**config.mk**
```make
export PLATFORM = sky130hd
export DESIGN_NAME = fft16_input_buffer
export DESIGN_NICKNAME = d
export VERILOG_FILES = /design/src/rtl/fft16_pkg.sv /design/src/rtl/fft16_sample_bank.sv /design/src/rtl/fft16_input_buffer.sv
export SDC_FILE = /design/constraint.sdc
export NUM_CORES = 1
export LEC_CHECK = 0
export ABC_AREA = 1
export BUFFER_PORTS_ARGS = -buffer_cell sky130_fd_sc_hd__buf_2
export CAP_MARGIN = 20
export CORE_MARGIN = 1
export CORE_UTILIZATION = 45
export DETAILED_ROUTE_END_ITERATION = 16
export HOLD_SLACK_MARGIN = 0.1
export PLACE_DENSITY = 0.58
export SKIP_LAST_GASP = 1
export SYNTH_ARGS = -nofsm -noshare
export SYNTH_HDL_FRONTEND = slang
export SYNTH_HIERARCHICAL = 1
export SYNTH_SLANG_ARGS = --single-unit
export TNS_END_PERCENT = 100
```
**constraint.sdc**
```tcl
create_clock -name clk -period 4.35 [get_ports clk]
set_clock_uncertainty 0.1 [all_clocks]
set_input_delay 0.435 -clock clk [delete_from_list [all_inputs] [get_ports clk]]
set_output_delay 0.435 -clock clk [all_outputs]
set_load 0.03 [all_outputs]
```
**src/rtl/fft16_pkg.sv**
```systemverilog
// Shared constants, read-FSM state type and the radix-4 digit-reversal helper
// for the 16-point FFT input buffer.
package fft16_pkg;

    localparam int N_POINTS = 16;
    localparam int RADIX    = 4;
    localparam int GRP_W    = 2;
    localparam int ADDR_W   = 4;

    typedef enum logic {
        RD_IDLE = 1'b0,
        RD_SEND = 1'b1
    } rd_state_e;

    // n = 4*n1 + n0  ->  4*n0 + n1
    function automatic logic [ADDR_W-1:0] digit_rev4(input logic [ADDR_W-1:0] addr);
        return {addr[1:0], addr[3:2]};
    endfunction

endpackage

```
**src/rtl/fft16_sample_bank.sv**
```systemverilog
// One 16-entry complex register file: single write port, 4-wide group read port.
// Entries 4g..4g+3 of the addressed group appear on lanes 0..3.
module fft16_sample_bank
    import fft16_pkg::*;
#(
    parameter int WORD_SIZE = 16
) (
    input  logic                               clk,
    input  logic                               we_i,
    input  logic [ADDR_W-1:0]                  waddr_i,
    input  logic [WORD_SIZE-1:0]               wre_i,
    input  logic [WORD_SIZE-1:0]               wim_i,
    input  logic [GRP_W-1:0]                   grp_i,
    output logic [RADIX-1:0][WORD_SIZE-1:0]    rre_o,
    output logic [RADIX-1:0][WORD_SIZE-1:0]    rim_o
);

    // Sample storage carries no reset; validity is tracked by the full flags.
    logic [WORD_SIZE-1:0] mem_re_q [N_POINTS];
    logic [WORD_SIZE-1:0] mem_im_q [N_POINTS];

    always_ff @(posedge clk) begin
        if (we_i) begin
            mem_re_q[waddr_i] <= wre_i;
            mem_im_q[waddr_i] <= wim_i;
        end
    end

    always_comb begin
        rre_o = '0;
        rim_o = '0;
        for (int k = 0; k < RADIX; k++) begin
            rre_o[k] = mem_re_q[{grp_i, GRP_W'(k)}];
            rim_o[k] = mem_im_q[{grp_i, GRP_W'(k)}];
        end
    end

endmodule

```
**src/rtl/fft16_input_buffer.sv**
```systemverilog
// Ping-pong digit-reversing input buffer for the 16-point radix-4 FFT.
// Optional FFT_IN_SCALE_EN: samples are arithmetic-shifted right by 2 on store.
module fft16_input_buffer
    import fft16_pkg::*;
#(
    parameter int WORD_SIZE = 16
) (
    input  logic                  clk,
    input  logic                  rst_n,
    input  logic                  flush,
    input  logic                  s_valid,
    output logic                  s_ready,
    input  logic [WORD_SIZE-1:0]  s_re,
    input  logic [WORD_SIZE-1:0]  s_im,
    output logic                  m_valid,
    input  logic                  m_ready,
    output logic [GRP_W-1:0]      m_grp,
    output logic [WORD_SIZE-1:0]  m_a_re,
    output logic [WORD_SIZE-1:0]  m_a_im,
    output logic [WORD_SIZE-1:0]  m_b_re,
    output logic [WORD_SIZE-1:0]  m_b_im,
    output logic [WORD_SIZE-1:0]  m_c_re,
    output logic [WORD_SIZE-1:0]  m_c_im,
    output logic [WORD_SIZE-1:0]  m_d_re,
    output logic [WORD_SIZE-1:0]  m_d_im,
    output logic                  m_last
);

    logic [ADDR_W-1:0] wr_cnt_q, wr_cnt_d;
    logic              wr_bank_q, wr_bank_d;
    logic              rd_bank_q, rd_bank_d;
    logic [1:0]        full_q, full_d;
    logic [GRP_W-1:0]  grp_q, grp_d;
    rd_state_e         state_q, state_d;

    logic                                   accept;
    logic [WORD_SIZE-1:0]                   st_re, st_im;
    logic [1:0][RADIX-1:0][WORD_SIZE-1:0]   rd_re, rd_im;

`ifdef FFT_IN_SCALE_EN
    assign st_re = WORD_SIZE'($signed(s_re) >>> 2);
    assign st_im = WORD_SIZE'($signed(s_im) >>> 2);
`else
    assign st_re = s_re;
    assign st_im = s_im;
`endif

    assign s_ready = !full_q[wr_bank_q];
    assign accept  = s_valid && s_ready && !flush;
    assign m_valid = (state_q == RD_SEND);
    assign m_grp   = grp_q;
    assign m_last  = m_valid && (grp_q == GRP_W'(RADIX-1));

    for (genvar b = 0; b < 2; b++) begin : g_bank
        fft16_sample_bank #(.WORD_SIZE(WORD_SIZE)) u_bank (
            .clk     (clk),
            .we_i    (accept && (wr_bank_q == b[0])),
            .waddr_i (digit_rev4(wr_cnt_q)),
            .wre_i   (st_re),
            .wim_i   (st_im),
            .grp_i   (grp_q),
            .rre_o   (rd_re[b]),
            .rim_o   (rd_im[b])
        );
    end

    assign {m_d_re, m_c_re, m_b_re, m_a_re} = rd_re[rd_bank_q];
    assign {m_d_im, m_c_im, m_b_im, m_a_im} = rd_im[rd_bank_q];

    always_comb begin
        wr_cnt_d  = wr_cnt_q;
        wr_bank_d = wr_bank_q;
        rd_bank_d = rd_bank_q;
        full_d    = full_q;
        grp_d     = grp_q;
        state_d   = state_q;

        if (accept) begin
            wr_cnt_d = wr_cnt_q + 1'b1;
            if (wr_cnt_q == ADDR_W'(N_POINTS-1)) begin
                full_d[wr_bank_q] = 1'b1;
                wr_bank_d         = !wr_bank_q;
            end
        end

        case (state_q)
            RD_IDLE: if (full_q[rd_bank_q]) state_d = RD_SEND;
            RD_SEND: begin
                if (m_ready) begin
                    grp_d = grp_q + 1'b1;
                    if (grp_q == GRP_W'(RADIX-1)) begin
                        // The write side only sets a bank it owns, so this
                        // clear never collides with a same-cycle set.
                        full_d[rd_bank_q] = 1'b0;
                        rd_bank_d         = !rd_bank_q;
                        state_d           = full_q[!rd_bank_q] ? RD_SEND : RD_IDLE;
                    end
                end
            end
            default: state_d = RD_IDLE;
        endcase

        if (flush) begin
            wr_cnt_d  = '0;
            wr_bank_d = 1'b0;
            rd_bank_d = 1'b0;
            full_d    = '0;
            grp_d     = '0;
            state_d   = RD_IDLE;
        end
    end

    always_ff @(posedge clk or negedge rst_n) begin
        if (!rst_n) begin
            wr_cnt_q  <= '0;
            wr_bank_q <= 1'b0;
            rd_bank_q <= 1'b0;
            full_q    <= '0;
            grp_q     <= '0;
            state_q   <= RD_IDLE;
        end else begin
            wr_cnt_q  <= wr_cnt_d;
            wr_bank_q <= wr_bank_d;
            rd_bank_q <= rd_bank_d;
            full_q    <= full_d;
            grp_q     <= grp_d;
            state_q   <= state_d;
        end
    end

endmodule

```
=== Yosys cells after proc, flatten, opt, wreduce, memory -nomap -nowiden ===
Memory sizes are Yosys's and may differ from the RTL's.
Cells that the tools add are included.

* Register bits after elaboration: 11
* RAM bits: 1024
* Output and inout bits: 133
* Logic and storage cells: 85
* Memories: 4

{| class="wikitable"
|+ Memories
! name !! words !! width !! rd ports !! clocked after Yosys merged registers in !! write ports !! line !! text
|-
| g_bank[0].u_bank.mem_im_q || 16 || 16 || 4 || 0 || 1 || fft16_sample_bank.sv:20 || <nowiki>logic [WORD_SIZE-1:0] mem_im_q [N_POINTS];</nowiki>
|-
| g_bank[0].u_bank.mem_re_q || 16 || 16 || 4 || 0 || 1 || fft16_sample_bank.sv:19 || <nowiki>logic [WORD_SIZE-1:0] mem_re_q [N_POINTS];</nowiki>
|-
| g_bank[1].u_bank.mem_im_q || 16 || 16 || 4 || 0 || 1 || fft16_sample_bank.sv:20 ||
|-
| g_bank[1].u_bank.mem_re_q || 16 || 16 || 4 || 0 || 1 || fft16_sample_bank.sv:19 ||
|}

* Add/sub/neg operators: 2
* Magnitude comparators: 5
* Equality and inequality tests: 2
* Mux-type cells: 42
* Bitwise gates (word level): 5
* Reduce and logical (&&, ||, !) cells: 19

{| class="wikitable"
|+ Operators with widths
! cell !! number
|-
| $mux W64 || 4
|-
| $mux W1 || 24
|-
| $mux W2 || 9
|-
| $reduce_bool A2 Y1 || 5
|-
| $mux W4 || 2
|-
| $logic_and A1 B1 Y1 || 7
|-
| $lt A1 B2 Y1 const B || 3
|-
| $add A4 B1 Y4 const B || 1
|-
| $eq A4 B4 Y1 const B || 1
|-
| $logic_not A1 Y1 || 4
|-
| $reduce_and A2 Y1 || 2
|-
| $reduce_and A3 Y1 || 1
|-
| $add A2 B1 Y2 const B || 1
|-
| $and A2 B2 Y2 || 1
|-
| $demux W1 S1 || 2
|-
| $eq A2 B2 Y1 const B || 1
|-
| $ge A1 B1 Y1 const B || 2
|-
| $not A1 Y1 || 2
|-
| $not A2 Y2 || 1
|-
| $or A2 B2 Y2 || 1
|-
| $pmux W1 S2 || 1
|}

=== Longest topological paths before layout ===
* Word-level depth: 12
* Mapped depth: 9
* Gate-level depth less buffers: 8

=== By module ===
The synthesis kept the hierarchy.

{| class="wikitable"
|+ Modules (own cells, without submodules)
! module !! instances !! cells an instance !! area each (sq um)
|-
| fft16_sample_bank at g_bank[1].u_bank || 1 || 2039 || 21754.6
|-
| fft16_sample_bank at g_bank[0].u_bank || 1 || 2036 || 21738.3
|-
| fft16_input_buffer || 1 || 496 || 2289.7
|}

=== Least setup slack after synthesis ===
Ideal clock, no wire load.

* Path kind: register to register
* Start point: register wr_bank_q
* End point: memory g_bank[1].u_bank.mem_im_q[12][0] (enable)
* Setup time: 0.421 ns
* Arrival time: 2.642 ns
* Path slack: 1.187 ns
* Cell stages (with the launch flop): 8
* Clock period less this slack: 3.163 ns
* Cells stage by stage: dfrtp_1 > inv_2 > nand2_2 > nand2_2 > nand3_4 > nor2_1 > nand3_1 > nor2_1

* Word-level cells in the longest chain between the ends: 8

{| class="wikitable"
|+ RTL lines
! what !! line !! text
|-
| from (decl) || fft16_input_buffer.sv:30 || <nowiki>logic wr_bank_q, wr_bank_d;</nowiki>
|-
| from (signal assigned) || fft16_input_buffer.sv:123 || <nowiki>wr_bank_q <= wr_bank_d;</nowiki>
|-
| $mux W1 (implied by the code) (2 in series) || fft16_input_buffer.sv:48 || <nowiki>assign s_ready = !full_q[wr_bank_q];</nowiki>
|-
| $logic_not A1 Y1 || fft16_input_buffer.sv:48 ||
|-
| net s_ready || fft16_input_buffer.sv:12 || <nowiki>output logic s_ready,</nowiki>
|-
| $logic_and A1 B1 Y1 (2 in series) || fft16_input_buffer.sv:49 || <nowiki>assign accept = s_valid && s_ready && !flush;</nowiki>
|-
| $logic_and A1 B1 Y1 || fft16_input_buffer.sv:57 || <nowiki>.we_i (accept && (wr_bank_q == b[0])),</nowiki>
|-
| $mux W1 || fft16_sample_bank.sv:23 || <nowiki>if (we_i) begin</nowiki>
|-
| $mux W1 (implied by the code) || fft16_sample_bank.sv:25 || <nowiki>mem_im_q[waddr_i] <= wim_i;</nowiki>
|-
| to (decl) || fft16_sample_bank.sv:20 ||
|}

The timed path passes the listed nets, and every way through them passes these cells. The select of a mux whose other input is x is not followed.

==> flow_results.xml <==
<?xml version="1.0" encoding="UTF-8"?>
<metrics>
  <group name="detailed_routing">
    <metric name="wl_per_cell" unit="um">18.8</metric>
    <metric name="remaining_drc_errors" unit="">0</metric>
    <metric name="drtIter0Drc" unit="">2516</metric>
    <metric name="antenna_left" unit="">0</metric>
    <metric name="detailedRoute.firstPassIterationCount" unit="">6</metric>
    <metric name="routed-via-count" unit="">29588</metric>
    <metric name="drt_wl_total" unit="um">116000</metric>
    <metric name="vias_per_cell" unit="">4.80</metric>
  </group>
  <group name="timing">
    <metric name="rsz0062_at_grt" unit="">false</metric>
    <metric name="worstMarginPinSlew" unit="ns">1.07</metric>
    <metric name="fin_crit" unit="ns">3.71</metric>
    <metric name="tns" unit="ns">0</metric>
    <metric name="report.final.hold_viol_count" unit="">0</metric>
    <metric name="finalSetupViolCount" unit="">0</metric>
    <metric name="max_freq" unit="MHz">269</metric>
    <metric name="report.final.slew_viol_count" unit="">0</metric>
    <metric name="max_slew_margin" unit="%">29.0</metric>
    <metric name="finalCritPeriodShare" unit="%">85.3</metric>
  </group>
  <group name="worst_setup_path">
    <metric name="cp_max_fo" unit="">107</metric>
    <metric name="worstPathCellList" unit="">inv_8, buf_4, nand2_1, nand3_1, nand2_1, nand2_1, nand2_1, buf_2</metric>
    <metric name="cell_occurring_most_often_along_the_worst_timing_path" unit="">sky130_fd_sc_hd__nand2_1</metric>
    <metric name="path_class" unit="">register to primary output</metric>
    <metric name="critPathTopFamily" unit="">buffers and inverters</metric>
    <metric name="crit_arrival" unit="ns">3.18</metric>
    <metric name="cp-start-kind" unit="">register</metric>
    <metric name="required_time_of_the_critical_path" unit="ns">3.82</metric>
    <metric name="slowest_cell_on_crit_path" unit="">sky130_fd_sc_hd__dfrtp_4</metric>
    <metric name="timing.critical_path.to_type" unit="">primary output</metric>
    <metric name="largest_incremental_delay_on_the_critical_path" unit="ns">0.64</metric>
    <metric name="cp_num_buf_inv" unit="">3</metric>
  </group>
  <group name="clock_tree">
    <metric name="cts_num_sinks" unit="">1035</metric>
    <metric name="ctsRootBufferMaster" unit="">sky130_fd_sc_hd__clkbuf_16</metric>
    <metric name="ctsLongestPathBuffers" unit="">3</metric>
    <metric name="cts.htree.levels" unit="">3</metric>
    <metric name="cts_hold_buf" unit="">4</metric>
    <metric name="numCtsBuffers" unit="">108</metric>
    <metric name="worst_skew_pair.late_latency" unit="ns">0.67</metric>
    <metric name="tritoncts" unit="">built</metric>
    <metric name="count_of_cells_resized_by_post_cts_repair" unit="">0</metric>
    <metric name="clock_slew_seen_by_the_registers_of_the_worst_setup_and_hold_paths" unit="ns">0.06</metric>
    <metric name="post_cts.repair.setup_buffers" unit="">0</metric>
  </group>
  <group name="global_routing">
    <metric name="global_route_wire_length_before_repair" unit="um">174000</metric>
    <metric name="grt_max_degree" unit="">190</metric>
    <metric name="gr-usage-all-layers" unit="%">22.7</metric>
    <metric name="gr-total-overflow" unit="">0</metric>
    <metric name="grt_pass1_vias" unit="">27834</metric>
    <metric name="grt_antenna_before_repair" unit="">4</metric>
  </group>
  <group name="synthesis">
    <metric name="ys_warn_count" unit="">6</metric>
    <metric name="synth_area_per_cell" unit="um2">10.0</metric>
    <metric name="synth_sequential_area_ratio" unit="%">67.8</metric>
    <metric name="syn-num-nets" unit="">4610</metric>
    <metric name="synth_edf_count" unit="">1024</metric>
    <metric name="number_of_standard_cells_after_synthesis" unit="">4571</metric>
    <metric name="synth.distinct_cells" unit="">23</metric>
    <metric name="synthArstFlopShare" unit="%">1.06</metric>
    <metric name="synth_seq_cells" unit="">1035</metric>
    <metric name="dominantRegCellSynth" unit="">sky130_fd_sc_hd__edfxtp_1</metric>
    <metric name="post_synth_instance_area" unit="um2">45800</metric>
  </group>
  <group name="floorplanning">
    <metric name="floorplan.die.height" unit="um">321</metric>
    <metric name="die_x" unit="um">321</metric>
    <metric name="initial_utilization" unit="%">45.6</metric>
    <metric name="row_count" unit="">116</metric>
    <metric name="floorplan.die_area" unit="um2">103000</metric>
    <metric name="boundaryPins" unit="">170</metric>
    <metric name="fp.coreArea" unit="um2">100000</metric>
  </group>
  <group name="placed_design">
    <metric name="port_buffers" unit="">169</metric>
    <metric name="dpl.cell_count" unit="">5960</metric>
    <metric name="hpwlAfterDp" unit="um">60800</metric>
    <metric name="place.gp.congestion" unit="">0.791</metric>
  </group>
  <group name="cells_and_area">
    <metric name="seq_area" unit="um2">31000</metric>
    <metric name="mostFrequentLayoutCells" unit="">1701 x sky130_fd_sc_hd__nand2_1, 1040 x sky130_fd_sc_hd__inv_1, 1024 x sky130_fd_sc_hd__edfxtp_1, 524 x sky130_fd_sc_hd__nand3_1, 169 x sky130_fd_sc_hd__buf_2</metric>
    <metric name="area_delta_synth_final" unit="%">11.8</metric>
    <metric name="final_common_cell" unit="">sky130_fd_sc_hd__nand2_1</metric>
    <metric name="multi_input_area" unit="um2">9570</metric>
    <metric name="layout.filler_cells" unit="">8994</metric>
    <metric name="num-nets-final" unit="">4757</metric>
    <metric name="stdcell_count" unit="">6166</metric>
    <metric name="drive_above_1_share" unit="%">8.74</metric>
  </group>
  <group name="run_status">
    <metric name="status" unit="">finished, final reports clean</metric>
  </group>
  <group name="power">
    <metric name="power-per-cell-area" unit="nW/um2">417</metric>
    <metric name="irDropWorstVdd" unit="V">0.000314</metric>
    <metric name="cellLeakagePower" unit="nW">23.1</metric>
  </group>
  <group name="hold_path">
    <metric name="min-delay-path-class" unit="">input pin to asynchronous set/reset pin</metric>
  </group>
  <group name="flow_run">
    <metric name="max_capacitance_violation_count" unit="">0</metric>
  </group>
</metrics>
[worst paths after layout]
kind | startpoint | endpoint | slack (ns) | depth (start not counted)
min in group clk | s_im[4] | g_bank[1].u_bank/mem_im_q[14][4]$_DFFE_PP_ | 0.20 | 1
hold reg to reg | full_q[0]$_DFF_PN0_ | m_valid$_DFF_PN0_ | 0.48 | 2
setup reg to reg | wr_bank_q$_DFFE_PN0P_ | g_bank[0].u_bank/mem_im_q[10][3]$_DFFE_PP_ | 1.41 | 8
max in group asynchronous | rst_n | m_grp[1]$_DFFE_PN0P_ | 3.73 | 2
hold / removal | rst_n | m_valid$_DFF_PN0_ | 0.17 | 2
setup / recovery | m_grp[0]$_DFFE_PN0P_ | m_a_im[0] | 0.64 | 8
[logic make-up (layout without fill, tap and decap cells)]
family                   count (synthesis)  in the layout  share of synthesized area [%]
buffers and inverters                 1245           1478                           11.9
flip-flops                            1035           1035                           67.8
XOR/XNOR                                 2              2                         0.0383
other                                    0              5                              0
adder cells (fa/ha/maj)                  2              2                         0.0546
AO/OA/AOI/OAI                            9              9                          0.104
AND/OR/NAND/NOR                       2278           2278                           20.2
[routing by layer]
metal  vias to the layer above  part of all wire [%]  GRT usage (%)
li1                      14494                     -              -
met1                     14096                    45           31.3
met2                       833                    47           37.7
met3                       163                   5.1           2.77
met4                         2                   2.4           6.18
met5                         -                 0.011              0
[cell type report]
class                      instances  share of cell area (%)
multi-input combinational       2291                    18.7
tap                             1357                    3.32
clock inverter                    55                   0.988
clock buffer                     141                    5.58
sequential                      1035                    60.7
timing repair buffer             236                    3.00
inverter                        1046                    7.73
antenna                            5                  0.0245
[flip-flops by register name, indices dropped and copies added (netlist names)]
signal,count
full_q,2
g_bank.u_bank/mem_im_q,512
g_bank.u_bank/mem_re_q,512
m_grp,2
m_valid,1
rd_bank_q,1
wr_bank_q,1
wr_cnt_q,4
[where the power goes]
group / switching, W / internal, W / total [W]
Sequential: 0.0000258 / 0.0110 / 0.0110
Combinational: 0.00110 / 0.000325 / 0.00142
Clock: 0.00375 / 0.00514 / 0.00889
Total: 0.00487 / 0.0165 / 0.0213
[worst register-to-register path: stages (launching register included)]
cell                      delay, ns
sky130_fd_sc_hd__dfrtp_1       0.43
sky130_fd_sc_hd__inv_2         0.13
sky130_fd_sc_hd__nand2_2       0.06
sky130_fd_sc_hd__nand2_2       0.09
sky130_fd_sc_hd__nand3_4       0.10
sky130_fd_sc_hd__nor2_2        0.21
sky130_fd_sc_hd__nand3_1       0.34
sky130_fd_sc_hd__nor2_4        0.79
sky130_fd_sc_hd__buf_4         0.39
[cells in the mapped netlist, types with 2 or more instances]
cell,count,area [um2]
sky130_fd_sc_hd__buf_2,114,571
sky130_fd_sc_hd__inv_2,2,7.51
sky130_fd_sc_hd__nand3_1,524,2620
sky130_fd_sc_hd__a21oi_1,2,10.0
sky130_fd_sc_hd__edfxtp_1,1024,30700
sky130_fd_sc_hd__inv_1,1042,3910
sky130_fd_sc_hd__o21ai_0,6,30.0
sky130_fd_sc_hd__nor2_1,46,173
sky130_fd_sc_hd__nand2_1,1701,6380
sky130_fd_sc_hd__nor2_2,2,12.5
sky130_fd_sc_hd__nand2_2,2,12.5
sky130_fd_sc_hd__buf_6,78,878
sky130_fd_sc_hd__buf_4,6,45.0
sky130_fd_sc_hd__ha_1,2,25.0
sky130_fd_sc_hd__inv_4,2,12.5
sky130_fd_sc_hd__dfrtp_1,11,275
[per-stage QoR]
| step | instance area, um2 | total power [W] | hold WS (ns) | setup slack (ns) | utilization [%] |
|---|---|---|---|---|---|
| 2_1_floorplan | 45800 | 0.0121 | 0.0394 | 1.19 | - |
| 3_3_place_gp | 47700 | 0.0127 | 0.227 | 1.21 | 47.5 |
| 3_5_place_dp | 47700 | 0.0127 | 0.231 | 1.31 | 47.5 |
| 4_1_cts | 51100 | 0.0215 | 0.103 | 0.565 | 50.9 |
| 5_1_grt | 51200 | 0.0220 | 0.149 | 0.456 | 50.9 |
| 6_report | 51200 | 0.0213 | 0.172 | 0.638 | 50.9 |
No activity file was read; power rests on OpenSTA's default activity.
